<file path="src/rtl/seq_pattern_gen.sv">
// seq_pattern_gen: MSB-first serial pattern source with repeats and idle gaps
module seq_pattern_gen #(
  parameter int GAP_CYC = 2
) (
  input  logic       clk,
  input  logic       rst,
  input  logic       start,
  input  logic [7:0] pattern,
  input  logic [3:0] len,
  input  logic [3:0] reps,
  input  logic       abort,
  output logic       w,
  output logic       w_valid,
  output logic       busy,
  output logic       done
);
  typedef enum logic [1:0] {IDLE, SEND, GAP, DONE} state_t;
  localparam logic [3:0] GAP_LD = 4'(GAP_CYC - 1);
  state_t     state;
  logic [7:0] pat;
  logic [2:0] idx, top, len_top;
  logic [3:0] rem, gcnt;
  logic       more;
  // rem==0 only ever occurs in continuous mode; finite mode stops decrementing at 1
  assign more    = rem == 4'd0 || rem > 4'd1;
  assign len_top = len[2:0] - 3'd1;
  always_ff @(posedge clk) begin
    if (rst) begin
      state   <= IDLE;
      pat     <= '0;
      idx     <= '0;
      top     <= '0;
      rem     <= '0;
      gcnt    <= '0;
      w       <= 1'b0;
      w_valid <= 1'b0;
      busy    <= 1'b0;
      done    <= 1'b0;
    end else if (abort && (state == SEND || state == GAP)) begin
      state   <= IDLE;
      w       <= 1'b0;
      w_valid <= 1'b0;
      busy    <= 1'b0;
    end else begin
      case (state)
        IDLE: if (start && !abort && len != 4'd0 && len <= 4'd8) begin
          pat     <= pattern;
          top     <= len_top;
          idx     <= len_top;
          rem     <= reps;
          state   <= SEND;
          w       <= pattern[len_top];
          w_valid <= 1'b1;
          busy    <= 1'b1;
        end
        SEND: if (idx != 3'd0) begin
          idx <= idx - 3'd1;
          w   <= pat[idx - 3'd1];
        end else if (more) begin
          if (rem != 4'd0) rem <= rem - 4'd1;
          idx <= top;
          if (GAP_CYC > 0) begin
            state   <= GAP;
            gcnt    <= GAP_LD;
            w       <= 1'b0;
            w_valid <= 1'b0;
          end else w <= pat[top];
        end else begin
          state   <= DONE;
          w       <= 1'b0;
          w_valid <= 1'b0;
          busy    <= 1'b0;
          done    <= 1'b1;
        end
        GAP: if (gcnt == 4'd0) begin
          state   <= SEND;
          w       <= pat[idx];
          w_valid <= 1'b1;
        end else gcnt <= gcnt - 4'd1;
        DONE: begin
          done  <= 1'b0;
          state <= IDLE;
        end
        default: state <= IDLE;
      endcase
    end
  end
endmodule

</file>
<file path="config.mk">
export PLATFORM = sky130hd
export DESIGN_NAME = seq_pattern_gen
export DESIGN_NICKNAME = d
export VERILOG_FILES = /design/src/rtl/seq_pattern_gen.sv
export SDC_FILE = /design/constraint.sdc
export NUM_CORES = 1
export LEC_CHECK = 0
export BUFFER_PORTS_ARGS = -buffer_cell sky130_fd_sc_hd__buf_2
export CORE_ASPECT_RATIO = 2
export CORE_MARGIN = 2
export CORE_UTILIZATION = 40
export CTS_BUF_LIST = sky130_fd_sc_hd__clkbuf_8
export CTS_CLUSTER_SIZE = 14
export DETAILED_ROUTE_END_ITERATION = 8
export SYNTH_ARGS = -nofsm -noshare
export SYNTH_HDL_FRONTEND = slang
export SYNTH_SLANG_ARGS = --single-unit
</file>
<file path="constraint.sdc">
create_clock -name clk -period 4.74 [get_ports clk]
set_clock_uncertainty 0.15 [all_clocks]
set_input_delay 0.948 -clock clk [delete_from_list [all_inputs] [get_ports clk]]
set_output_delay 0.948 -clock clk [all_outputs]
set_load 0.01 [all_outputs]
</file>
==> impl_summary.md, run 1 <==
Yosys
The post-synthesis cell area is 0.00182 sq mm. The XOR/XNOR share of the synthesized area is 2.41%. The synthesized netlist contains 45 unique library cells. The synthesized area per cell is 8.58 sq um.

The synthesized flop and latch total is 28. The simple logic cell fraction of the synthesized area is 17.9%. After Yosys synthesis, full adders, half adders and majority gates account for 8.26% of the synthesized area. The share of the Yosys chip area taken by registers is 30.8%. The dominant combinational cell family by area after synthesis is compound AO/OA/AOI/OAI gates. The post-synth net total is 244. After synthesis, the share of cell area in mux cells is 14.3%. The post-synthesis instance total is 212. The count of yosys warnings during synthesis is 0. The complex-gate fraction of the synthesized area is 21.1%.

STA
The total count of max-transition violations in the final report is 0. The final worst-path cycle share is 60.2%. Adding up every negative setup slack in the final design gives 0 ps. The slew at the pin closest to its max-slew limit is 1170 ps. Subtracting the final worst setup slack from the clock period gives 2850 ps. The maximum clock frequency is 350 MHz. Setup repair after global routing left no endpoint under its margin. Headroom to the max-slew limit came out at 21.4%. In the post-route analysis, the smallest setup slack over all paths is 1890 ps. Setup violations remaining at the end of the flow were counted as 0. Final hold analysis gives a worst-case slack of 340 ps.

The hold violation count in the final report is 0.

Pwr
Summed over all nets, the switching power comes to 0.403 mW. Cell internal power was estimated by the tool at 0.534 mW. The proportion of power drawn by combinational gates is 48.4%. The clock network is responsible for 16.5% of the overall power.

The cell leakage power is 0.784 nW. The power density over the cells is 464 mW/mm^2. Net switching is 43.0% of the power.

The design draws 0.937 mW. The sequential share of power is 35.2%. VDD sags by at most 0.271 mV.

Layout
The number of filler cells placed in the layout is 472. The repair_antennas step left the layout with diodes totalling 0. Once layout is complete, the cells apart from fillers number 284. From synthesis to final layout, the design area changed by 10.9%. The fraction of the core area covered by cells at the end of the flow is 46.5%.

Of the cells placed in the final design, the portion with a size suffix greater than 1 is 13.9%. The total number of nets in the final design is 263. After routing the design area is 0.00202 sq mm.

Routing
The detail route stage leaves a number of antenna-violating nets equal to 0. The DRC violation count after routing is 0. The routed wirelength normalized by instance count is 16.1 microns. The violation count after the first detailed-route iteration is 26. The total detailed-routing wirelength is 4560 microns. Across all layers, the routed design uses 1609 vias. After detailed routing, the number of vias per cell comes to 5.67. The first detailed-routing pass ran for 4 iterations.

Floorplan
In this run the core area contains 34 standard-cell rows. 24 I/O pins were placed. The placeable core region is 0.00434 sq mm. The effective utilization at floorplan is 41.9%.

The chip width is 51.7 microns. In this run the vertical extent of the chip is 99.3 microns. The die area is 0.00513 sq mm.

CTS
TritonCTS built the clock tree. After clock tree synthesis, the repair step resized 0 gates. In this run the post-CTS setup repair buffer count came out at 0. Clock latency on the worst-skew pair, taken at its later pin, is 280 ps. The total CTS buffers is 3.

Clock tree synthesis found a total of 28 sinks. The number of H-tree levels is 1. The longest clock path from root to sink contains 2 buffers. The total of hold buffers inserted after clock tree synthesis is 0. Clock tree synthesis selected as its root buffer the cell sky130_fd_sc_hd__clkbuf_8. The clock slew seen by the registers of the worst setup and hold paths is 90 ps.

Critical path
Among all stages on the critical path, the largest delay is contributed by sky130_fd_sc_hd__nor3_2. The critical path ends at pat[0]$_SDFFE_PP0P_. The arrival time of the worst setup path is 2860 ps. The cell count of the worst reg-to-reg path is 6. Of all nets on the critical path, the largest fanout is 14.

The class of the most critical setup path is in2reg. The endpoint of the most critical register-to-register path is gcnt[0]$_SDFFE_PP0P_. The reg-to-reg startpoint is state[0]$_SDFFE_PP0P_.

The endpoint required time on the critical path is 4750 ps. The start point of the critical path is len[0]. The setup check on the worst reg-to-reg path leaves a slack of 2020 ps.

The worst setup path is launched from an input pin. For this run, the slowest stage of the critical path takes 910 ps. The signal on the critical path passes through buf_2, inv_1, ha_1, nand2b_1, xnor2_1, nor3_2, mux2i_1, nor2_1.

The kind of end point of the critical path is a flop.

Hold path
The class of the tightest hold or removal check is reg2reg.

Global route
For this run, the total global-route usage over all layers was measured as 19.6%. The first global-routing pass estimated 7530 microns of wire. The via count of the first global-routing pass came to 1578. After global routing the overflow that remains totals 0.

The initial antenna violation count is 0. Entering global routing, the biggest net connects 25 pins.

Placement
Once detailed placement completed, the half-perimeter wirelength came to 3630 microns. The congestion estimate from routability-driven global placement came to 0.815. The number of placed instances with taps included is 280.

During placement, the flow inserted port buffers numbering 23. The placed instance area is 0.00196 sq mm. OpenSTA, run right after detailed placement, puts the worst setup slack at 1610 ps.

Status
The flow ran to the end, and the final reports show no timing, DRC or antenna violations.

Flow run
The number of max-cap violations is 0.
## cells in the mapped netlist (all sizes together)
| cell type | instances | share of area (%) |
|---|---|---|
| dfxtp | 28 | 31 |
| nor2 | 22 | 4.5 |
| a21oi | 16 | 4.4 |
| inv | 15 | 3.1 |
| mux2i | 14 | 7.7 |
| nand2 | 14 | 2.9 |
| ha | 12 | 8.3 |
| o21ai | 11 | 3.0 |
| nor3 | 10 | 3.0 |
| a211oi | 7 | 2.9 |
| clkbuf | 6 | 1.3 |
| mux4 | 5 | 6.6 |
| nand2b | 4 | 1.4 |
| nor2b | 4 | 1.4 |
| buf | 3 | 0.83 |
| nand3 | 3 | 0.83 |
| o211ai | 3 | 1.2 |
| o31ai | 3 | 1.5 |
| xor2 | 3 | 1.4 |
| and2 | 2 | 0.69 |
| and3 | 2 | 0.69 |
| nand4 | 2 | 0.69 |
| nor3b | 2 | 0.83 |
| o2111ai | 2 | 0.96 |
| o21a | 2 | 0.83 |
| xnor2 | 2 | 0.96 |
| a2111oi | 1 | 0.48 |
| a21boi | 1 | 0.41 |
| a21o | 1 | 0.41 |
| a221oi | 1 | 0.48 |
| a22o | 1 | 0.48 |
| a311oi | 1 | 0.48 |
| a31oi | 1 | 0.34 |
| a32oi | 1 | 0.48 |
| nand3b | 1 | 0.41 |
| o2111a | 1 | 0.62 |
| o211a | 1 | 0.55 |
| o31a | 1 | 0.48 |
| o32ai | 1 | 0.48 |
| o41ai | 1 | 0.48 |
| or4b | 1 | 0.55 |
## cells in the final DEF, fill, tap and decap left out, drive strengths merged, types with 3 or more instances in the layout
cell type,Yosys,final
nand3,3,3
o21ai,11,11
nor2b,4,4
xor2,3,3
a211oi,7,7
dfxtp,28,28
nand2b,4,4
clkbuf,6,4
nand2,14,14
buf,3,23
mux2i,14,14
nor3,10,10
nor2,22,22
inv,15,15
ha,12,12
mux4,5,5
o31ai,3,3
o211ai,3,3
a21oi,16,16
## power by group through the flow
| stage | combinational (mW) | clock [mW] | sequential (mW) |
|---|---|---|---|
| final | 0.453 | 0.154 | 0.329 |
| after CTS | 0.455 | 0.157 | 0.329 |
| after global routing | 0.513 | 0.166 | 0.336 |
| after global placement | 0.452 | 0 | 0.336 |
| after detailed placement | 0.453 | 0 | 0.335 |
| after floorplan | 0.356 | 0 | 0.318 |
## worst max-delay path, delay by kind of cell
family,cells,cell delay (ps)
and+or+nand+nor,3,1030
buffers and inverters,2,210
xor gates and xnor gates,1,200
adders and majority gates,1,190
muxes,1,270
## metal layers
metal / vias up / global-route usage (%) / share of wire, % / wire, microns
li1: 802 / - / - / -
met1: 774 / 19.7 / 36 / 1630
met2: 23 / 38.9 / 60 / 2730
met3: 10 / 1.50 / 1.7 / 77
met4: 0 / 7.89 / 2.7 / 121
met5: - / 0 / 0 / 0
## sequential cells by signal, indices dropped and copies added, names as in the netlist
| name | flops |
|---|---|
| w_valid | 1 |
| done | 1 |
| state | 2 |
| idx | 3 |
| pat | 8 |
| busy | 1 |
| w | 1 |
| top | 3 |
| rem | 4 |
| gcnt | 4 |
## cell type report
cell class	instances	area, sq um	share of cell area, %
clock buffers	4	55.1	2.73
inverters	15	56.3	2.79
multi-input cells	160	1160	57.6
flip-flops and latches	28	561	27.8
well taps	54	67.6	3.35
repair buffers	23	115	5.71
## worst min path at each step
stage               cells after the start              endpoint  slack (ps)                  from
CTS                                     2  w_valid$_SDFFE_PP0P_         350  w_valid$_SDFFE_PP0P_
floorplan                               2   top[2]$_SDFFE_PP0P_         310   top[2]$_SDFFE_PP0P_
finish                                  2  w_valid$_SDFFE_PP0P_         340  w_valid$_SDFFE_PP0P_
global placement                        2  w_valid$_SDFFE_PP0P_         320  w_valid$_SDFFE_PP0P_
global route                            2  w_valid$_SDFFE_PP0P_         380  w_valid$_SDFFE_PP0P_
detailed placement                      2  w_valid$_SDFFE_PP0P_         330  w_valid$_SDFFE_PP0P_
## logic make-up (layout without fill, tap and decap cells)
logic type	after synthesis	after routing
xor gates and xnor gates	5	5
adders and majority gates	12	12
and+or+nand+nor	67	67
AOI/OAI and AO/OA	57	57
buffers and inverters	24	42
DFF	28	28
muxes	19	19
Power figures use the tool's default switching activity.
==> run 2, diff against run 1 <==
clock period = 2.7 ns   (was 4.74 ns; I/O delays follow)
==> run 2 against run 1 <==
  * Via count rose by 2.1%
  * Combinational power rose by 94%
  * Routed wire length rose by 3.9%
  * Sequential share of layout area fell by 0.92 points
  * Total power rose by 80%
  * First-iteration DRC count fell by 50%
  * Critical path depth did not move
  * Sequential power rose by 73%
  * Global-route usage rose by 0.74 points
  * Largest cell class unchanged
==> impl_summary.md, run 2 (synthesis results as in run 1) <==
STA
After layout, the worst setup slack is 309 ps. Setup repair after global routing left no endpoint under its margin. The worst path uses 88.6% of the clock period. The hold violation count in the final report is 0. The relative slew slack is 19.0%. The final critical path time including I/O delays and setup is 2390 ps. The total count of max-transition violations in the final report is 0.

The tightest hold path in the finished design has a slack of 337 ps. The total negative slack is 0 ps. The maximum clock frequency is 418 MHz. Setup violations remaining at the end of the flow were counted as 0. The slew at the pin closest to its max-slew limit is 1210 ps.

Critical path
On the worst path, the slowest cell contributes a delay of 910 ps. The endpoint required time on the critical path is 2710 ps. The endpoint of the most critical register-to-register path is pat[1]$_SDFFE_PP0P_.

STA classifies the critical path endpoint as a flop. The family of cells with the greatest summed delay on the critical path is simple AND/OR/NAND/NOR gates. The launching element type of the critical path is an input pin. The number of gates on the worst path with buffers counted is 8. Data arrives at the worst endpoint at 2410 ps. The start point of the critical path is len[0]. The critical path in this run is classified as in2reg. Traced cell by cell, the critical path runs through buf_2, inv_1, ha_1, nand2b_1, xnor2_1, nor3_2, mux2i_1, nor2_1.

In this run the worst path has a maximum fanout of 14. Counting both buffers and inverters, the worst setup path holds a total of 2. The register-to-register path setup slack is 340 ps. The endpoint of the most critical setup path is pat[1]$_SDFFE_PP0P_. The slowest stage cell on the critical path is sky130_fd_sc_hd__nor3_2.

The worst register-to-register path begins at state[1]$_SDFFE_PP0P_. The worst register-to-register path has a depth of 6.

Layout
The antenna diode count is 0. Leaving out fill and tap cells, the most frequent cell in the layout is sky130_fd_sc_hd__dfxtp_1. The flip-flop count of the largest register after layout is 8. The share of cells above drive strength 1 is 17.5%. The growth of design area from synthesis to finish is 14.7%.

In the final design database the tool counted 274 nets. In the layout the commonest cells are 28 x sky130_fd_sc_hd__dfxtp_1, 23 x sky130_fd_sc_hd__buf_2, 22 x sky130_fd_sc_hd__nor2_1, 16 x sky130_fd_sc_hd__a21oi_1, 15 x sky130_fd_sc_hd__inv_1. The number of filler cells placed in the layout is 475. The register ranked first by flip-flop count is pat. The largest registers in the layout are pat (8), gcnt (4), rem (4). Summing all non-filler instances in the final layout gives an area of 0.00209 sq mm.

Routing
The mean number of vias per cell is 5.59. Dividing the detail-routed wire length by the instance count gives 16.1 microns. The iteration count of the initial detailed-routing pass is 4.

Once detail routing completed, the nets flagged for antenna violations numbered 0. For this block, the initial DRC count from the detailed router was 13. The via count is 1643. For this block, the routed nets add up to 4740 microns of wire. The DRC violation count after routing is 0.

CTS
The number of gates resized after cts is 0. In this run the deepest clock path goes through 2 buffers. The total of hold buffers inserted after clock tree synthesis is 0.

The clock reaches the later pin of the worst-skew pair after 280 ps. After clock tree synthesis, the setup repair step added 0 buffers. In this run the clock root is driven by a sky130_fd_sc_hd__clkbuf_8. The clock slew seen by the registers of the worst setup and hold paths is 90 ps. The number of H-tree levels is 1.

The clock net in this run drives a total of 28 sinks. TritonCTS built the clock tree. The number of clock buffers added by TritonCTS is 3.

Pwr
The completed layout was analyzed and its total power is 1.68 mW. The peak supply drop is 0.393 mV. The power density over the cells is 806 mW/mm^2.

The cell leakage power is 0.831 nW.

Global route
Global routing consumed, over all layers together, 20.3% of the routing resources. The via count of the first global-routing pass is 1689. The maximum number of pins on one net before global-route repair is 25. The overflow left after global routing is 0. The first-pass GRT wire length is 7750 microns. The initial antenna violation count is 0.

Floorplan
The floorplan step set the die height to 99.3 microns. For this design the top-level I/O count stands at 24. The placeable core region is 0.00434 sq mm.

The chip width is 51.7 microns. For this configuration, the core starts out at a cell density of 41.9%. The die covers 0.00513 sq mm.

After floorplanning, the core was divided into 34 placement rows.

Placement
Prior to clock tree synthesis, the placed netlist has a worst setup slack of 15.1 ps. Summing all placed instances gives a cell area of 0.00204 sq mm. During placement, the flow inserted port buffers numbering 23. Summed over all nets, the half-perimeter wirelength after detailed placement is 3780 microns. The congestion estimate from routability-driven global placement came to 0.842.

Status
The flow ran to the end, and the final reports show no timing, DRC or antenna violations.

Flow run
The tool flagged a number of max-cap violations equal to 0.

Hold path
The class of the tightest hold or removal check is reg2reg.
-- run 2: cell count changes in the layout (fill, tap and decap cells not counted), sizes merged --
cell / previous run / this run
buf: 23 / 34
clkbuf: 4 / 3
-- run 2: cell type report --
type / count / area [sq um] / area share [%]
Multi-Input combinational cell: 160 / 1160 / 55.7
Sequential cell: 28 / 561 / 26.9
Timing Repair Buffer: 34 / 198 / 9.48
Tap cell: 54 / 67.6 / 3.24
Inverter: 15 / 56.3 / 2.70
Clock buffer: 3 / 41.3 / 1.98
-- run 2: worst reg2reg max path: cells and delay by family, from the launching register on --
| family | cells | cell delay [ps] |
|---|---|---|
| and+or+nand+nor | 2 | 1030 |
| DFF | 1 | 380 |
| muxes | 1 | 290 |
| buffers and inverters | 2 | 210 |
| adders and majority gates | 1 | 190 |
-- run 2: worst min-delay path by stage --
stage / start / to / slack, ps / cells after the start
2_1_floorplan: top[2]$_SDFFE_PP0P_ / top[2]$_SDFFE_PP0P_ / 310 / 2
3_3_place_gp: w_valid$_SDFFE_PP0P_ / w_valid$_SDFFE_PP0P_ / 310 / 2
3_5_place_dp: w_valid$_SDFFE_PP0P_ / w_valid$_SDFFE_PP0P_ / 320 / 2
4_1_cts: w_valid$_SDFFE_PP0P_ / w_valid$_SDFFE_PP0P_ / 340 / 2
5_1_grt: w_valid$_SDFFE_PP0P_ / w_valid$_SDFFE_PP0P_ / 350 / 2
6_report: w_valid$_SDFFE_PP0P_ / w_valid$_SDFFE_PP0P_ / 340 / 2
-- run 2: power breakdown --
part | leakage (nW) | switching, mW | internal (mW)
logic | 0.581 | 0.508 | 0.371
registers | 0.228 | 0.0760 | 0.493
clock network | 0.0216 | 0.134 | 0.101
total | 0.831 | 0.717 | 0.965
-- run 2: metal layers --
layer  part of all wire, %  track usage [%]
met5                     0                0
met2                    59             41.5
met4                   3.5             10.1
met3                   2.0             1.95
met1                    36             18.1
-- run 2: per-stage QoR --
stage	cells	util [%]
final	294	48.1
after global routing	294	48.1
after CTS	294	48.1
after detailed placement	291	47.1
after global placement	291	47.1
after floorplan	212	-
==> run 3, diff against run 2 <==
CORE_ASPECT_RATIO = default   (was 2)
GPL_TIMING_DRIVEN = 0   (was default)
==> run 3 against run 2 <==
  * Count of clock-buffer cells in the layout increased by 1
  * Die area decreased by 0.64%
  * Worst setup slack better by 32 ps
  * Utilization decreased by 0.83 points
  * Clock power up 12%
  * First-iteration DRC count grew to 3.4 times the previous value
  * Sequential power fell by 2%
  * Total power decreased by 2.3%
  * Highest routed layer unchanged
==> impl_summary.md, run 3 (synthesis results as in run 1) <==
STA
The relative slew slack is 54.7%. Setup violations remaining at the end of the flow were counted as 0. Summed over all failing endpoints, the final setup total negative slack is 0 ps. Setup repair after global routing left no endpoint under its margin. The total count of max-transition violations in the final report was 0. The slew at the pin closest to its max-slew limit is 676 ps. The maximum clock frequency is 424 MHz.

Dividing the final minimum period by the clock period gives 87.4%. The final-layout worst hold slack is 320 ps. The final critical path time including I/O delays and setup is 2360 ps.

The hold violation count in the final report came to 0.

Critical path
The kind of end point of the critical path is a flop. The register-to-register path setup slack is 340 ps. The reg-to-reg startpoint is state[0]$_SDFFE_PP0P_.

The worst setup path is of the reg2reg kind. At the worst endpoint, the required time is 2740 ps. The launching element type of the critical path is a flop. The arrival time of the worst setup path is 2400 ps.

Tracing the worst setup path back leads to its startpoint at state[0]$_SDFFE_PP0P_. The largest fanout on the critical path is 7.

Global route
Entering global routing, the biggest net connects 16 pins. The met2 routing resource usage after global routing is 28.3%. The met1 capacity usage during global routing is 23.1%.

The first global-routing pass estimated 6960 microns of wire. The via count of the first global-routing pass is 1483. The initial antenna violation count was 0.

The overflow left after global routing is 0. For met3 alone, demand over resource in global routing was 3.80%. The overall global routing resource usage is 17.1%. The busiest layer in global routing is met2.

CTS
Buffers inserted during clock tree synthesis total 3. The total of hold buffers inserted after clock tree synthesis is 0. Clock-pin slew was measured on the worst setup and hold paths at 100 ps. The clock latency on the worst-skew pair is 280 ps. TritonCTS built the clock tree. The clock tree root driver cell is sky130_fd_sc_hd__clkbuf_8. The clock passes through at most 2 buffers. The number of H-tree levels is 1. The total number of clock tree sinks is 28.

Layout
The repair_antennas step left the layout with diodes totalling 0. The most common cell after layout, fill and taps aside is sky130_fd_sc_hd__dfxtp_1. The final cell count without fillers is 291.

The register with the most flip-flops in the layout has 8 of them. The number of filler cells placed in the layout is 433. pat holds more flip-flops than any other register.

In the final layout, the registers with the most flip-flops are pat (8), gcnt (4), rem (4). In the final layout, the share of cells above drive strength 1 is 15.5%. The total number of nets in the final design is 272. The area of all placed cells without fillers is 0.00206 sq mm. The growth of design area from synthesis to finish is 13.1%. In the layout the commonest cells are 28 x sky130_fd_sc_hd__dfxtp_1, 26 x sky130_fd_sc_hd__buf_2, 22 x sky130_fd_sc_hd__nor2_1, 16 x sky130_fd_sc_hd__a21oi_1, 15 x sky130_fd_sc_hd__inv_1.

Routing
The number of antenna-violating nets in the routed design is 0. The violation count after the first detailed-route iteration is 44. After detailed routing, the number of remaining DRC violations is 0.

The via count is 1573. After detailed routing, the total wire length is 4210 microns. The mean number of vias per cell is 5.41. The routed wirelength normalized by instance count is 14.5 microns. The pre-antenna-repair detailed-routing pass consisted of 4 iterations.

Placement
The count of input and output buffers is 23. The congestion estimate from routability-driven global placement came to 0.803. The sum of net half-perimeters after detailed placement is 3300 microns. The placed instance area is 0.00200 sq mm.

The number of placed instances with taps included is 287.

Floorplan
In this run the horizontal extent of the chip is 71.4 microns. The chip height is 71.4 microns. Pin placement for this block handled 24 I/O pins. The die area is 0.00510 sq mm. The count of standard-cell rows is 24. The placeable core region is 0.00435 sq mm.

The effective utilization at floorplan is 41.8%.

Flow run
Max-cap violations in this run came to 0.

Pwr
The peak supply drop is 0.394 mV. The cell leakage power is 0.811 nW. The power density over the cells is 799 mW/mm^2.

Status
The flow ran to the end, and the final reports show no timing, DRC or antenna violations.

Hold path
The path class of the tightest hold or removal check is reg2reg. The source of the worst hold timing path is w_valid$_SDFFE_PP0P_.
==> run 3: final cells by class <==
cell class / instances / area [sq um] / share of cell area [%]
flip-flops and latches: 28 / 561 / 27.3
well taps: 52 / 65.1 / 3.16
multi-input cells: 160 / 1170 / 56.7
plain buffers: 9 / 38.8 / 1.89
inverters: 15 / 56.3 / 2.74
clock buffers: 4 / 55.1 / 2.68
repair buffers: 23 / 115 / 5.60
==> run 3: path summary, 6_finish.rpt <==
path,cells past startpoint,endpoint
worst max register to register,8,rem[0]$_SDFFE_PP0P_
worst min-delay path,2,w_valid$_SDFFE_PP0P_
worst max-delay path,8,rem[0]$_SDFFE_PP0P_
worst min register to register,2,w_valid$_SDFFE_PP0P_
==> run 3: power by group <==
| part | switching [mW] | leakage (nW) | internal [mW] |
|---|---|---|---|
| Combinational | 0.492 | 0.554 | 0.329 |
| Clock | 0.132 | 0.0288 | 0.131 |
| Sequential | 0.0666 | 0.228 | 0.493 |
| Total | 0.690 | 0.811 | 0.953 |
==> run 3: through the flow <==
step / setup slack [ps] / total power [mW] / util (%)
3_3_place_gp: 72.7 / 1.38 / 45.9
3_5_place_dp: 55.7 / 1.38 / 45.9
6_report: 341 / 1.64 / 47.2
2_1_floorplan: 450 / 1.18 / -
4_1_cts: 191 / 1.65 / 47.2
5_1_grt: 38.6 / 1.78 / 47.2
==> run 3: worst max-delay path, cell delays in order, from the launching register on <==
cell and delay [ps]:
sky130_fd_sc_hd__dfxtp_1 440, sky130_fd_sc_hd__inv_1 90, sky130_fd_sc_hd__ha_1 370, sky130_fd_sc_hd__nand2_1 170
sky130_fd_sc_hd__a21boi_2 310, sky130_fd_sc_hd__and2_1 160, sky130_fd_sc_hd__clkbuf_1 230, sky130_fd_sc_hd__a31oi_1 120
sky130_fd_sc_hd__a211oi_1 230
==> run 3: what timing repair did <==
action,CTS,global route
resized for setup,0,1
setup buffers,0,0
setup endpoints to repair,0,2
==> run 3: layer usage <==
metal	up-vias	routed length, microns
li1	820	-
met1	728	2070
met2	23	1970
met3	2	144
met4	0	25
met5	-	0
